$ cat src/rtl/if_stage.sv
// if_stage: MIPS instruction-fetch stage.
// Owns the program counter, drives the instruction-memory word address and
// captures the returned instruction into the IF/ID pipeline register under
// stall, flush and branch/jump redirect control.
// Optional performance counters are compiled in when IF_PERF_EN is defined.
module if_stage #(
    parameter logic [31:0] RESET_PC = 32'h0000_0000,
    parameter logic [31:0] NOP_WORD = 32'h0000_0000
) (
    input  logic        clock,
    input  logic        reset,
    input  logic        stall,
    input  logic        flush,
    input  logic        redirect_valid,
    input  logic [31:0] redirect_target,
    output logic [31:0] im_address,
    input  logic [31:0] im_instruction,
    output logic [31:0] pc,
    output logic [31:0] ifid_pc,
    output logic [31:0] ifid_pc_plus4,
    output logic [31:0] ifid_instruction,
`ifdef IF_PERF_EN
    output logic [31:0] perf_fetch_count,
    output logic [31:0] perf_stall_count,
`endif
    output logic        ifid_valid
);

    // The PC is always word aligned; the low two bits of the reset address
    // and of redirect targets are dropped.
    localparam logic [31:0] RESET_PC_ALIGNED = {RESET_PC[31:2], 2'b00};

    logic [31:0] pc_plus4;
    logic        load_valid;

    // Sequential successor of the current PC (modulo 2^32, wraps silently).
    assign pc_plus4 = pc + 32'd4;

    // Word index for the asynchronous-read instruction memory.
    assign im_address = {2'b00, pc[31:2]};

    // An IF/ID load of a real instruction happens only on a normal,
    // un-flushed advance.
    assign load_valid = !redirect_valid && !stall && !flush;

    // PC and IF/ID update with priority reset > redirect > stall > normal.
    always_ff @(posedge clock) begin
        if (reset) begin
            pc               <= RESET_PC_ALIGNED;
            ifid_pc          <= 32'h0;
            ifid_pc_plus4    <= 32'h0;
            ifid_instruction <= NOP_WORD;
            ifid_valid       <= 1'b0;
        end else if (redirect_valid) begin
            pc               <= redirect_target & 32'hFFFF_FFFC;
            ifid_pc          <= 32'h0;
            ifid_pc_plus4    <= 32'h0;
            ifid_instruction <= NOP_WORD;
            ifid_valid       <= 1'b0;
        end else if (stall) begin
            if (flush) begin
                ifid_pc          <= 32'h0;
                ifid_pc_plus4    <= 32'h0;
                ifid_instruction <= NOP_WORD;
                ifid_valid       <= 1'b0;
            end
        end else begin
            pc <= pc_plus4;
            if (load_valid) begin
                ifid_pc          <= pc;
                ifid_pc_plus4    <= pc_plus4;
                ifid_instruction <= im_instruction;
                ifid_valid       <= 1'b1;
            end else begin
                ifid_pc          <= 32'h0;
                ifid_pc_plus4    <= 32'h0;
                ifid_instruction <= NOP_WORD;
                ifid_valid       <= 1'b0;
            end
        end
    end

`ifdef IF_PERF_EN
    // Count valid fetches and stalled (non-redirected) cycles.
    always_ff @(posedge clock) begin
        if (reset) begin
            perf_fetch_count <= 32'h0;
            perf_stall_count <= 32'h0;
        end else begin
            if (load_valid) begin
                perf_fetch_count <= perf_fetch_count + 32'd1;
            end
            if (stall && !redirect_valid) begin
                perf_stall_count <= perf_stall_count + 32'd1;
            end
        end
    end
`endif

endmodule

$ cat config.mk
export PLATFORM = sky130hd
export DESIGN_NAME = if_stage
export DESIGN_NICKNAME = d
export VERILOG_FILES = /design/src/rtl/if_stage.sv
export SDC_FILE = /design/constraint.sdc
export NUM_CORES = 1
export LEC_CHECK = 0
export BUFFER_PORTS_ARGS = -buffer_cell sky130_fd_sc_hd__buf_2
export CAP_MARGIN = 30
export CELL_PAD_IN_SITES_DETAIL_PLACEMENT = 2
export CELL_PAD_IN_SITES_GLOBAL_PLACEMENT = 2
export CORE_UTILIZATION = 29
export CTS_CLUSTER_DIAMETER = 100
export CTS_CLUSTER_SIZE = 30
export DETAILED_ROUTE_END_ITERATION = 7
export GPL_TIMING_DRIVEN = 1
export PLACE_DENSITY = 0.93
export SLEW_MARGIN = 5
export SYNTH_ARGS = -nofsm -noshare
export SYNTH_HDL_FRONTEND = slang
export SYNTH_SLANG_ARGS = --single-unit
$ cat constraint.sdc
create_clock -name clock -period 2.9 [get_ports clock]
set_input_delay 0.145 -clock clock [delete_from_list [all_inputs] [get_ports clock]]
set_output_delay 0.145 -clock clock [all_outputs]
set_load 0.005 [all_outputs]
==> load_flow_metrics.sql, run 1 <==
INSERT INTO impl_metrics (metric_group, metric, value, unit) VALUES
('setup_path', 'worstPathArrival', '2.76', 'ns'),
('setup_path', 'crit_path_start_kind', 'flip-flop', ''),
('power', 'clock_network_fraction_of_total_power', '49.4', '%'),
('routing', 'first_iter_violations', '201', ''),
('finish', 'layout.core_utilization', '40.5', '%'),
('clock_network', 'cts_hold_buffers', '41', ''),
('placement', 'dp_hpwl', '14.4', 'mm'),
('logic_synthesis', 'simple_gate_share_of_the_synthesized_area', '20.8', '%'),
('clock_network', 'cts.repair_timing.setup_buffer_count', '0', ''),
('floorplanning', 'fp.dieArea', '0.0197', 'mm²'),
('finish', 'design.final.nets', '927', ''),
('timing', 'timing_max_transition_violations_final', '0', ''),
('min_path', 'timing.hold.worst.class', 'primary input to flip-flop', ''),
('logic_synthesis', 'combinational_family_with_the_most_area_after_synthesis', 'simple AND/OR/NAND/NOR gates', ''),
('timing', 'max_freq', '409', 'MHz'),
('timing', 'timing.slew.headroom', '43.5', '%'),
('clock_network', 'clock_path_buffers', '2', ''),
('power', 'power.share.combinational', '9.3', '%'),
('run_status', 'status', 'finished, final reports clean', ''),
('logic_synthesis', 'ys_types', '43', ''),
('logic_synthesis', 'synth_fa_ha_area_share', '0.225', '%'),
('setup_path', 'cell_by_cell_listing_of_the_critical_path', 'ha_1, nand4_1, nor3_2, buf_4, nand4b_1, xor2_1, a211oi_1', ''),
('power', 'power.density_cell_area', '577', 'mW/mm²'),
('timing', 'timing.final.hold_violations', '0', ''),
('grt', 'grt_residual_overflow', '0', ''),
('routing', 'postRouteWirelength', '22.0', 'mm'),
('routing', 'post_drt_via_cell_ratio', '5.13', ''),
('power', 'power_leakage', '3.29', 'nW'),
('timing', 'timing.clock.skew', '0.00862', 'ns'),
('setup_path', 'worst_ep_required_time', '3.22', 'ns'),
('power', 'vdd_ir_drop_max', '0.423', 'mV'),
('timing', 'timing_worst_slew_pin_value', '0.847', 'ns'),
('clock_network', 'cts_made_buffers', '17', ''),
('clock_network', 'clock-root-buffer', 'sky130_fd_sc_hd__clkbuf_16', ''),
('clock_network', 'cts_tree', 'yes', ''),
('grt', 'number_of_antenna_violations_at_the_first_check_in_global_routing', '1', ''),
('routing', 'residual_antenna_violating_net_count_after_detailed_routing', '0', ''),
('finish', 'syn_to_final_growth', '36.5', '%'),
('setup_path', 'setup.worst_path.end_class', 'flip-flop', ''),
('floorplanning', 'number_of_top_level_design_ports', '230', ''),
('finish', 'final.fill_count', '2139', ''),
('grt', 'first_global_vias', '6048', ''),
('setup_path', 'worst_path_dominant_cell_family', 'simple AND/OR/NAND/NOR gates', ''),
('clock_network', 'cts_max_level', '4', ''),
('routing', 'dr.pass1.iters', '4', ''),
('placement', 'routability_driven_placement_congestion_ratio', '0.791', ''),
('timing', 'setup_viol_count_final', '0', ''),
('routing', 'wl_per_cell', '19.9', 'µm'),
('finish', 'antenna_cells_inserted', '0', ''),
('setup_path', 'worst_path_largest_cell_delay', '0.56', 'ns'),
('logic_synthesis', 'yosys.area_share.xor_xnor', '8.66', '%'),
('run', 'max_cap_viol', '0', ''),
('logic_synthesis', 'syn-instance-count', '650', ''),
('logic_synthesis', 'avgSynthCellArea', '8.56', 'µm²'),
('clock_network', 'clkTransAtPathRegs', '0.06', 'ns'),
('routing', 'vias', '5659', ''),
('logic_synthesis', 'synth_compound_area_share', '15.0', '%'),
('finish', 'layout.cell_area.non_filler', '0.00760', 'mm²'),
('logic_synthesis', 'yosysWarnings', '0', ''),
('grt', 'wire_length_of_the_first_global_routing_pass', '34.5', 'mm'),
('power', 'sw_frac_of_total', '25.2', '%'),
('placement', 'dpl-instance-area', '0.00660', 'mm²'),
('floorplanning', 'floorplan.rows', '50', ''),
('timing', 'final.setup.tns', '0', 'ns'),
('timing', 'whs', '0.0149', 'ns'),
('setup_path', 'crit_buf_inv', '1', ''),
('placement', 'placement.io_buffers', '219', ''),
('setup_path', 'critical_path.slowest_cell', 'sky130_fd_sc_hd__dfxtp_1', ''),
('timing', 'finalCritPeriodShare', '84.3', '%'),
('setup_path', 'critPathMaxFanout', '10', ''),
('floorplanning', 'die-height', '141', 'µm');
[cell usage after synthesis, drive strengths merged]
library cell	n	area, µm²
dfxtp	123	2460
nor4	14	109
nand4b	3	26.3
conb	1	3.75
nor2	106	398
nor2b	2	12.5
nor3	13	75.1
xor2	28	245
clkinv	1	3.75
o21ai	25	125
mux2i	6	60.1
nand3	11	55.1
and3	2	12.5
a22oi	68	510
or3	2	12.5
and4	6	52.6
o211ai	1	7.51
buf	57	380
o21bai	1	7.51
xnor2	27	236
o221ai	1	8.76
or2	1	6.26
a211oi	14	105
a31oi	1	6.26
clkbuf	40	153
a21oi	11	55.1
and2	1	6.26
or4	1	7.51
nand4	15	124
nand2	60	228
nor4b	2	32.5
a32o	1	10.0
inv	4	15.0
ha	1	12.5
[worst register-to-register path, cell delays in order, from the launching register on]
cell and delay [ns]:
sky130_fd_sc_hd__dfxtp_1 0.56, sky130_fd_sc_hd__ha_1 0.30, sky130_fd_sc_hd__nand4_1 0.38, sky130_fd_sc_hd__nor3_2 0.30, sky130_fd_sc_hd__buf_4 0.23, sky130_fd_sc_hd__nand4b_1 0.14, sky130_fd_sc_hd__xor2_1 0.18, sky130_fd_sc_hd__a211oi_1 0.27
[cell type report]
cell class	count	area [µm²]	area share, %
clock inverter	13	150	1.98
sequential	123	2460	32.4
clock buffer	19	443	5.83
multi-input combinational	432	2590	34.1
inverter	5	18.8	0.247
timing repair buffer	278	1640	21.6
tap	234	293	3.85
[per-layer routing]
layer	part of all wire, %	track usage [%]
met5	0.059	0
met4	1.4	6.29
met3	5.2	5.91
met2	51	40.6
met1	42	26.7
[kinds of logic after synthesis]
family / Yosys count
simple gates: 239
compound gates: 123
flops: 123
buf+inv: 102
xor+xnor: 55
mux: 6
fa+ha+maj: 1
other cells: 1
[sequential cells by signal, indices dropped and copies added, names as in the netlist]
register	flops
ifid_pc_plus4	30
pc	30
ifid_valid	1
ifid_pc	30
ifid_instruction	32
[cells in the final DEF (no fill, tap or decap), types with 8 or more instances in the layout]
cell type                       instances
sky130_fd_sc_hd__nor3_1                10
sky130_fd_sc_hd__nor4_1                12
sky130_fd_sc_hd__conb_1                 8
sky130_fd_sc_hd__a211oi_1              14
sky130_fd_sc_hd__a22oi_1               68
sky130_fd_sc_hd__nor2_1               106
sky130_fd_sc_hd__dfxtp_1              123
sky130_fd_sc_hd__nand4_1               13
sky130_fd_sc_hd__nand2_1               59
sky130_fd_sc_hd__xnor2_1               27
sky130_fd_sc_hd__xor2_1                28
sky130_fd_sc_hd__nand3_1               11
sky130_fd_sc_hd__clkbuf_16             17
sky130_fd_sc_hd__dlygate4sd3_1         41
sky130_fd_sc_hd__buf_2                219
sky130_fd_sc_hd__buf_4                 18
sky130_fd_sc_hd__a21oi_1               11
sky130_fd_sc_hd__o21ai_0               25
[final timing paths]
| kind | startpoint | cells past startpoint | endpoint | slack, ns |
|---|---|---|---|---|
| setup / recovery | pc[2]$_SDFFE_PP0P_ | 7 | pc[30]$_SDFFE_PP0P_ | 0.45 |
| hold / removal | redirect_target[18] | 3 | pc[18]$_SDFFE_PP0P_ | 0.01 |
| setup reg to reg | pc[2]$_SDFFE_PP0P_ | 7 | pc[30]$_SDFFE_PP0P_ | 0.45 |
| hold reg to reg | ifid_pc_plus4[23]$_SDFFE_PP0P_ | 2 | ifid_pc_plus4[23]$_SDFFE_PP0P_ | 0.45 |
[through the flow]
step           total power [mW]  setup slack, ns
2_1_floorplan              2.06             1.02
3_3_place_gp               2.19            0.613
3_5_place_dp               2.21            0.464
4_1_cts                    4.43            0.461
5_1_grt                    4.56            0.236
6_report                   4.39            0.454
[power by group through the flow]
| stage | Combinational (mW) | Clock [mW] | Sequential (mW) |
|---|---|---|---|
| floorplan | 0.250 | 0 | 1.81 |
| global placement | 0.348 | 0 | 1.84 |
| detailed placement | 0.360 | 0 | 1.85 |
| CTS | 0.410 | 2.21 | 1.81 |
| global route | 0.449 | 2.29 | 1.82 |
| finish | 0.410 | 2.17 | 1.81 |
(Power assumes the default switching activity.)
==> run 2, diff against run 1 <==
--- a/config.mk
+++ b/config.mk
@@ -9,12 +9,12 @@
 export CAP_MARGIN = 30
 export CELL_PAD_IN_SITES_DETAIL_PLACEMENT = 2
 export CELL_PAD_IN_SITES_GLOBAL_PLACEMENT = 2
-export CORE_UTILIZATION = 29
+export CORE_UTILIZATION = 27
 export CTS_CLUSTER_DIAMETER = 100
 export CTS_CLUSTER_SIZE = 30
 export DETAILED_ROUTE_END_ITERATION = 7
 export GPL_TIMING_DRIVEN = 1
-export PLACE_DENSITY = 0.93
+export PLACE_DENSITY = 0.88
 export SLEW_MARGIN = 5
 export SYNTH_ARGS = -nofsm -noshare
 export SYNTH_HDL_FRONTEND = slang
==> constraint.sdc (replaced) <==
create_clock -name clock -period 2.29 [get_ports clock]
set_input_delay 0.1145 -clock clock [delete_from_list [all_inputs] [get_ports clock]]
set_output_delay 0.1145 -clock clock [all_outputs]
set_load 0.005 [all_outputs]
==> run 2 against run 1 <==
Effect of this change: via count rose by 1.9%; setup slack got worse by 0.28 ns; register-to-register slack got worse by 0.28 ns; largest power group unchanged; sequential power rose by 25%; die area rose by 7.3%; worst hold slack got worse by 0.0048 ns; global-route usage fell by 0.35 points; non-clock buffer count rose by 33; power rose by 22%.
==> load_flow_metrics.sql, run 2 (synthesis results as in run 1) <==
INSERT INTO impl_metrics (metric_group, metric, value, unit) VALUES
('routing', 'postRouteWirelength', '23.3', 'mm'),
('grt', 'grt_usage', '22.3', '%'),
('power', 'vdd_ir_drop_max', '0.509', 'mV'),
('run', 'max_cap_viol', '0', ''),
('timing', 'whs', '0.0101', 'ns'),
('clock_network', 'cts_max_level', '4', ''),
('setup_path', 'cp-endpoint', 'pc[12]$_SDFFE_PP0P_', ''),
('clock_network', 'cts.repair_timing.setup_buffer_count', '0', ''),
('clock_network', 'clock_path_buffers', '2', ''),
('finish', 'largest_register', 'ifid_instruction', ''),
('power', 'power_leakage', '3.42', 'nW'),
('finish', 'syn_to_final_growth', '41.6', '%'),
('placement', 'routability_driven_placement_congestion_ratio', '0.772', ''),
('timing', 'finalWorstPathRequiredPeriod', '2.12', 'ns'),
('routing', 'drc', '0', ''),
('setup_path', 'rrSetupSlack', '0.17', 'ns'),
('routing', 'post_drt_via_cell_ratio', '4.92', ''),
('setup_path', 'worstPathArrival', '2.45', 'ns'),
('finish', 'largest_reg_flops', '32', ''),
('setup_path', 'crit_path_start_kind', 'flip-flop', ''),
('clock_network', 'clkTransAtPathRegs', '0.06', 'ns'),
('setup_path', 'r2r-start', 'pc[3]$_SDFFE_PP0P_', ''),
('setup_path', 'critPathMaxFanout', '6', ''),
('setup_path', 'worst_r2r_path_depth', '7', ''),
('finish', 'most-common-layout-cells', '219 x sky130_fd_sc_hd__buf_2, 123 x sky130_fd_sc_hd__dfxtp_1, 106 x sky130_fd_sc_hd__nor2_1, 68 x sky130_fd_sc_hd__a22oi_1, 59 x sky130_fd_sc_hd__nand2_1', ''),
('setup_path', 'worst_ep_required_time', '2.62', 'ns'),
('setup_path', 'worstSetupPathType', 'flip-flop to flip-flop', ''),
('routing', 'wl_per_cell', '19.9', 'µm'),
('clock_network', 'post_cts_resized', '0', ''),
('clock_network', 'cts_made_buffers', '17', ''),
('placement', 'dpl-instance-area', '0.00679', 'mm²'),
('routing', 'first_iter_violations', '236', ''),
('placement', 'pre_cts_ws', '0.186', 'ns'),
('timing', 'postLayoutSetupSlackWorst', '0.171', 'ns'),
('floorplanning', 'floorplan.rows', '52', ''),
('routing', 'residual_antenna_violating_net_count_after_detailed_routing', '0', ''),
('timing', 'setup_viol_count_final', '0', ''),
('clock_network', 'cts_tree', 'yes', ''),
('finish', 'layout.cell_area.non_filler', '0.00788', 'mm²'),
('setup_path', 'setup.worst_path.end_class', 'flip-flop', ''),
('floorplanning', 'number_of_top_level_design_ports', '230', ''),
('clock_network', 'clk_latency', '0.42', 'ns'),
('setup_path', 'crit-reg2reg-capture', 'pc[12]$_SDFFE_PP0P_', ''),
('floorplanning', 'fp.dieArea', '0.0212', 'mm²'),
('grt', 'first_global_vias', '6424', ''),
('routing', 'dr.pass1.iters', '4', ''),
('grt', 'wire_length_of_the_first_global_routing_pass', '36.5', 'mm'),
('floorplanning', 'die-height', '146', 'µm'),
('power', 'power.density_cell_area', '678', 'mW/mm²'),
('setup_path', 'worst_path_largest_cell_delay', '0.35', 'ns'),
('placement', 'dp_hpwl', '15.0', 'mm'),
('timing', 'timing.clock.skew', '0.00891', 'ns'),
('timing', 'timing.slew.headroom', '64.5', '%'),
('min_path', 'timing.hold.worst.class', 'primary input to flip-flop', ''),
('timing', 'timing_worst_slew_pin_value', '0.527', 'ns'),
('timing', 'max_freq', '472', 'MHz'),
('finish', 'layout-drive-gt1-share', '32.5', '%'),
('timing', 'grt_setup_unrepaired', 'true', ''),
('placement', 'placement.io_buffers', '219', ''),
('timing', 'final.setup.tns', '0', 'ns'),
('setup_path', 'critical_path_source', 'pc[3]$_SDFFE_PP0P_', ''),
('run_status', 'status', 'finished, final reports clean', ''),
('grt', 'grt_start_max_net_pins', '70', ''),
('clock_network', 'cts.sink_count', '123', ''),
('timing', 'finalCritPeriodShare', '92.5', '%'),
('setup_path', 'cell_by_cell_listing_of_the_critical_path', 'ha_1, nand4_1, buf_4, nor3_1, xor2_1, nand2_1, a21oi_1', ''),
('grt', 'grt_residual_overflow', '0', ''),
('finish', 'final_common_cell', 'sky130_fd_sc_hd__buf_2', ''),
('floorplanning', 'initial_utilization', '27.5', '%'),
('clock_network', 'clock-root-buffer', 'sky130_fd_sc_hd__clkbuf_16', ''),
('routing', 'vias', '5766', ''),
('finish', 'design.final.nets', '960', ''),
('timing', 'timing.final.hold_violations', '0', ''),
('floorplanning', 'die_width', '146', 'µm'),
('timing', 'timing_max_transition_violations_final', '0', ''),
('floorplanning', 'floorplan.core_area', '0.0202', 'mm²'),
('grt', 'number_of_antenna_violations_at_the_first_check_in_global_routing', '3', ''),
('setup_path', 'critical_path.slowest_cell', 'sky130_fd_sc_hd__dfxtp_1', '');
==> run 2: cell count changes in the layout (fill, tap and decap cells not counted), moves of 2 or more <==
cell / delta
sky130_fd_sc_hd__dlygate4sd3_1: +15
sky130_fd_sc_hd__bufinv_16: -2
sky130_fd_sc_hd__clkbuf_1: +2
sky130_fd_sc_hd__buf_4: +17
sky130_fd_sc_hd__diode_2: +2
sky130_fd_sc_hd__clkinvlp_4: -2
==> run 2: layer usage <==
metal | vias to the layer above | global-route usage (%) | share of wire (%)
met5 | - | 0 | 0.043
met3 | 32 | 5.96 | 5.3
met4 | 2 | 6.53 | 1.6
met2 | 173 | 41.3 | 52
met1 | 2883 | 24.9 | 41
li1 | 2676 | - | -
==> run 2: cell type report <==
cell class	instances	area (µm²)
Timing Repair Buffer	311	1940
Sequential cell	123	2460
Multi-Input combinational cell	432	2590
Clock buffer	21	450
Tap cell	270	338
Fill cell	2283	12400
Clock inverter	9	75.1
Inverter	5	18.8
Antenna cell	2	5.00
==> run 2: stage by stage <==
stage | power (mW) | cells | util (%)
2_1_floorplan | 2.60 | 657 | -
3_3_place_gp | 2.81 | 1085 | 33.5
3_5_place_dp | 2.83 | 1085 | 33.5
4_1_cts | 5.38 | 1171 | 38.9
5_1_grt | 5.54 | 1173 | 38.9
6_report | 5.34 | 1173 | 38.9
==> run 2: worst min-delay path by stage <==
| stage | cells after the start | from | to |
|---|---|---|---|
| 6_report | 3 | redirect_target[8] | pc[8]$_SDFFE_PP0P_ |
| 4_1_cts | 3 | redirect_target[8] | pc[8]$_SDFFE_PP0P_ |
| 3_5_place_dp | 3 | redirect_target[24] | pc[24]$_SDFFE_PP0P_ |
| 5_1_grt | 3 | redirect_target[21] | pc[21]$_SDFFE_PP0P_ |
| 2_1_floorplan | 1 | flush | ifid_pc_plus4[3]$_SDFFE_PP0P_ |
| 3_3_place_gp | 3 | im_instruction[20] | ifid_instruction[20]$_SDFFE_PP0P_ |
==> run 2: worst max-delay path: cells and delay by family (launching register included) <==
kind / cells / cell delay (ns)
buf+inv: 1 / 0.29
flops: 1 / 0.35
simple gates: 3 / 0.74
compound gates: 1 / 0.23
fa+ha+maj: 1 / 0.23
xor+xnor: 1 / 0.19
==> run 2: where the power goes <==
| group | leakage [nW] | switching, mW | total (mW) | internal [mW] |
|---|---|---|---|---|
| registers | 0.999 | 0.0660 | 2.26 | 2.19 |
| logic | 2.17 | 0.334 | 0.614 | 0.280 |
| clock network | 0.258 | 0.977 | 2.47 | 1.49 |
==> run 2: what timing repair did <==
action                                 4_1_cts  5_1_grt
hold buffers                                56        0
setup endpoints to repair                    0        1
endpoints found under the hold margin       54        0
==> run 3, diff against run 2 <==
--- a/config.mk
+++ b/config.mk
@@ -15,6 +15,7 @@
 export DETAILED_ROUTE_END_ITERATION = 7
 export GPL_TIMING_DRIVEN = 1
 export PLACE_DENSITY = 0.88
+export SETUP_SLACK_MARGIN = 0.2
 export SLEW_MARGIN = 5
 export SYNTH_ARGS = -nofsm -noshare
 export SYNTH_HDL_FRONTEND = slang
==> run 3 against run 2 <==
Effect of this change: count of clock-buffer cells in the layout did not move; critical endpoint is now pc[29]$_SDFFE_PP0P_; critical path depth decreased by 3; sequential cell count did not move; setup slack better by 0.16 ns; highest routed layer unchanged.
==> load_flow_metrics.sql, run 3 (synthesis results as in run 1) <==
INSERT INTO impl_metrics (metric_group, metric, value, unit) VALUES
('run_status', 'status', 'finished, final reports clean', ''),
('setup_path', 'worstPathArrival', '2.25', 'ns'),
('timing', 'timing.clock.skew', '0.00870', 'ns'),
('clock_network', 'clk_latency', '0.42', 'ns'),
('timing', 'final.setup.tns', '0', 'ns'),
('routing', 'vias', '5745', ''),
('timing', 'whs', '0.00585', 'ns'),
('finish', 'layout-drive-gt1-share', '32.6', '%'),
('finish', 'largest_reg_flops', '32', ''),
('grt', 'number_of_antenna_violations_at_the_first_check_in_global_routing', '3', ''),
('power', 'power.density_cell_area', '676', 'mW/mm²'),
('timing', 'timing.final.hold_violations', '0', ''),
('finish', 'most-common-layout-cells', '219 x sky130_fd_sc_hd__buf_2, 123 x sky130_fd_sc_hd__dfxtp_1, 106 x sky130_fd_sc_hd__nor2_1, 68 x sky130_fd_sc_hd__a22oi_1, 59 x sky130_fd_sc_hd__nand2_1', ''),
('grt', 'grt_usage', '22.3', '%'),
('clock_network', 'cts_max_level', '4', ''),
('routing', 'postRouteWirelength', '23.4', 'mm'),
('grt', 'gr-usage-met1', '24.9', '%'),
('finish', 'multi_input_area', '0.00261', 'mm²'),
('clock_network', 'clock_path_buffers', '2', ''),
('clock_network', 'cts_made_buffers', '17', ''),
('grt', 'groute.layer.met2.usage', '41.3', '%'),
('timing', 'timing_worst_slew_pin_value', '0.537', 'ns'),
('routing', 'drc', '0', ''),
('routing', 'first_iter_violations', '215', ''),
('finish', 'syn_to_final_growth', '42.0', '%'),
('finish', 'final_common_cell', 'sky130_fd_sc_hd__buf_2', ''),
('routing', 'post_drt_via_cell_ratio', '4.89', ''),
('timing', 'grt_setup_unrepaired', 'false', ''),
('timing', 'timing.slew.headroom', '63.8', '%'),
('run', 'max_cap_viol', '0', ''),
('placement', 'dp_hpwl', '15.0', 'mm'),
('finish', 'sequential_cell_area', '0.00246', 'mm²'),
('power', 'cell_internal_pwr', '3.97', 'mW'),
('floorplanning', 'floorplan.rows', '52', ''),
('clock_network', 'clock-root-buffer', 'sky130_fd_sc_hd__clkbuf_16', ''),
('placement', 'placement.io_buffers', '219', ''),
('placement', 'routability_driven_placement_congestion_ratio', '0.772', ''),
('routing', 'dr.pass1.iters', '4', ''),
('power', 'seqPwrFrac', '42.2', '%'),
('grt', 'gr-usage-met3', '5.96', '%'),
('grt', 'global_route.peak_usage_layer', 'met2', ''),
('grt', 'grt_start_max_net_pins', '70', ''),
('floorplanning', 'floorplan.core_area', '0.0202', 'mm²'),
('floorplanning', 'initial_utilization', '27.5', '%'),
('power', 'clock_network_fraction_of_total_power', '46.2', '%'),
('floorplanning', 'fp.dieArea', '0.0212', 'mm²'),
('routing', 'residual_antenna_violating_net_count_after_detailed_routing', '0', ''),
('setup_path', 'critPathMaxFanout', '6', ''),
('timing', 'finalCritPeriodShare', '85.7', '%'),
('grt', 'first_global_vias', '6427', ''),
('finish', 'final.fill_count', '2281', ''),
('power', 'power_leakage', '3.46', 'nW'),
('min_path', 'timing.hold.worst.class', 'primary input to flip-flop', ''),
('setup_path', 'setup.worst_path.end_class', 'flip-flop', ''),
('routing', 'wl_per_cell', '20.0', 'µm'),
('power', 'power_switching', '1.38', 'mW'),
('grt', 'wire_length_of_the_first_global_routing_pass', '36.5', 'mm'),
('finish', 'largest_register', 'ifid_instruction', ''),
('grt', 'grt_residual_overflow', '0', ''),
('finish', 'design.final.nets', '961', ''),
('timing', 'finalWorstPathRequiredPeriod', '1.96', 'ns'),
('clock_network', 'cts.sink_count', '123', ''),
('clock_network', 'clkTransAtPathRegs', '0.06', 'ns'),
('floorplanning', 'die_width', '146', 'µm'),
('power', 'sw_frac_of_total', '25.8', '%'),
('clock_network', 'cts_tree', 'yes', ''),
('timing', 'timing_max_transition_violations_final', '0', ''),
('timing', 'setup_viol_count_final', '0', ''),
('power', 'vdd_ir_drop_max', '0.526', 'mV'),
('setup_path', 'worst_ep_required_time', '2.58', 'ns'),
('floorplanning', 'number_of_top_level_design_ports', '230', ''),
('power', 'power.share.combinational', '11.5', '%'),
('setup_path', 'crit_path_start_kind', 'flip-flop', ''),
('setup_path', 'worstSetupPathType', 'flip-flop to flip-flop', ''),
('floorplanning', 'die-height', '146', 'µm'),
('timing', 'max_freq', '509', 'MHz');
-- run 3: changes by cell type in the layout (fill, tap and decap cells not counted) --
| cell | previous run | this run |
|---|---|---|
| sky130_fd_sc_hd__buf_6 | 0 | 1 |
| sky130_fd_sc_hd__nor3_2 | 3 | 2 |
| sky130_fd_sc_hd__nor3_4 | 0 | 1 |
| sky130_fd_sc_hd__nor4_2 | 1 | 0 |
| sky130_fd_sc_hd__nor4_4 | 1 | 2 |
-- run 3: routing by layer --
layer / up-vias / share of wire (%)
met2: 163 / 52
met1: 2873 / 41
met4: 2 / 1.6
li1: 2677 / -
met5: - / 0.043
met3: 30 / 4.9
-- run 3: cell type report --
cell class                 instances  area share (%)
timing repair buffer             312            24.7
clock buffer                      21            5.70
sequential                       123            31.1
antenna                            2          0.0633
multi-input combinational        432            33.0
tap                              270            4.27
inverter                           5           0.237
clock inverter                     9           0.950
-- run 3: worst max-delay path, stage by stage (launching register included) --
cell	delay, ns
sky130_fd_sc_hd__dfxtp_1	0.46
sky130_fd_sc_hd__nand4_1	0.29
sky130_fd_sc_hd__or4_1	0.64
sky130_fd_sc_hd__nor4_4	0.26
sky130_fd_sc_hd__o221ai_1	0.17
-- run 3: timing repair --
item / CTS / global route
endpoints found under the setup margin: 2 / 18
pin swaps: 0 / 2
buffers inserted: 0 / 1
hold buffers: 56 / 0
gates resized for setup: 1 / 2
endpoints found under the hold margin: 54 / 0
-- run 3: power by group through the flow --
stage	logic (mW)	registers, mW	clock network, mW
2_1_floorplan	0.317	2.29	0
3_3_place_gp	0.512	2.30	0
3_5_place_dp	0.528	2.30	0
4_1_cts	0.608	2.26	2.51
5_1_grt	0.664	2.26	2.62
6_report	0.615	2.26	2.47
-- run 3: worst paths after layout --
kind                             startpoint                             end  slack, ns  depth (start not counted)
min                      redirect_target[8]              pc[8]$_SDFFE_PP0P_      0.006                          3
max reg2reg             pc[11]$_SDFFE_PP0P_             pc[29]$_SDFFE_PP0P_       0.33                          4
min reg2reg  ifid_pc_plus4[21]$_SDFFE_PP0P_  ifid_pc_plus4[21]$_SDFFE_PP0P_       0.45                          2
max                     pc[11]$_SDFFE_PP0P_             pc[29]$_SDFFE_PP0P_       0.33                          4
-- run 3: through the flow --
step,util (%),instances,power [mW],instance area (µm²),setup slack (ns)
detailed placement,33.5,1085,2.83,6790,0.186
global route,39.1,1174,5.54,7910,0.209
global placement,33.5,1085,2.81,6790,0.280
floorplan,-,657,2.60,5590,0.414
CTS,38.9,1171,5.38,7880,0.185
finish,39.1,1174,5.34,7910,0.326
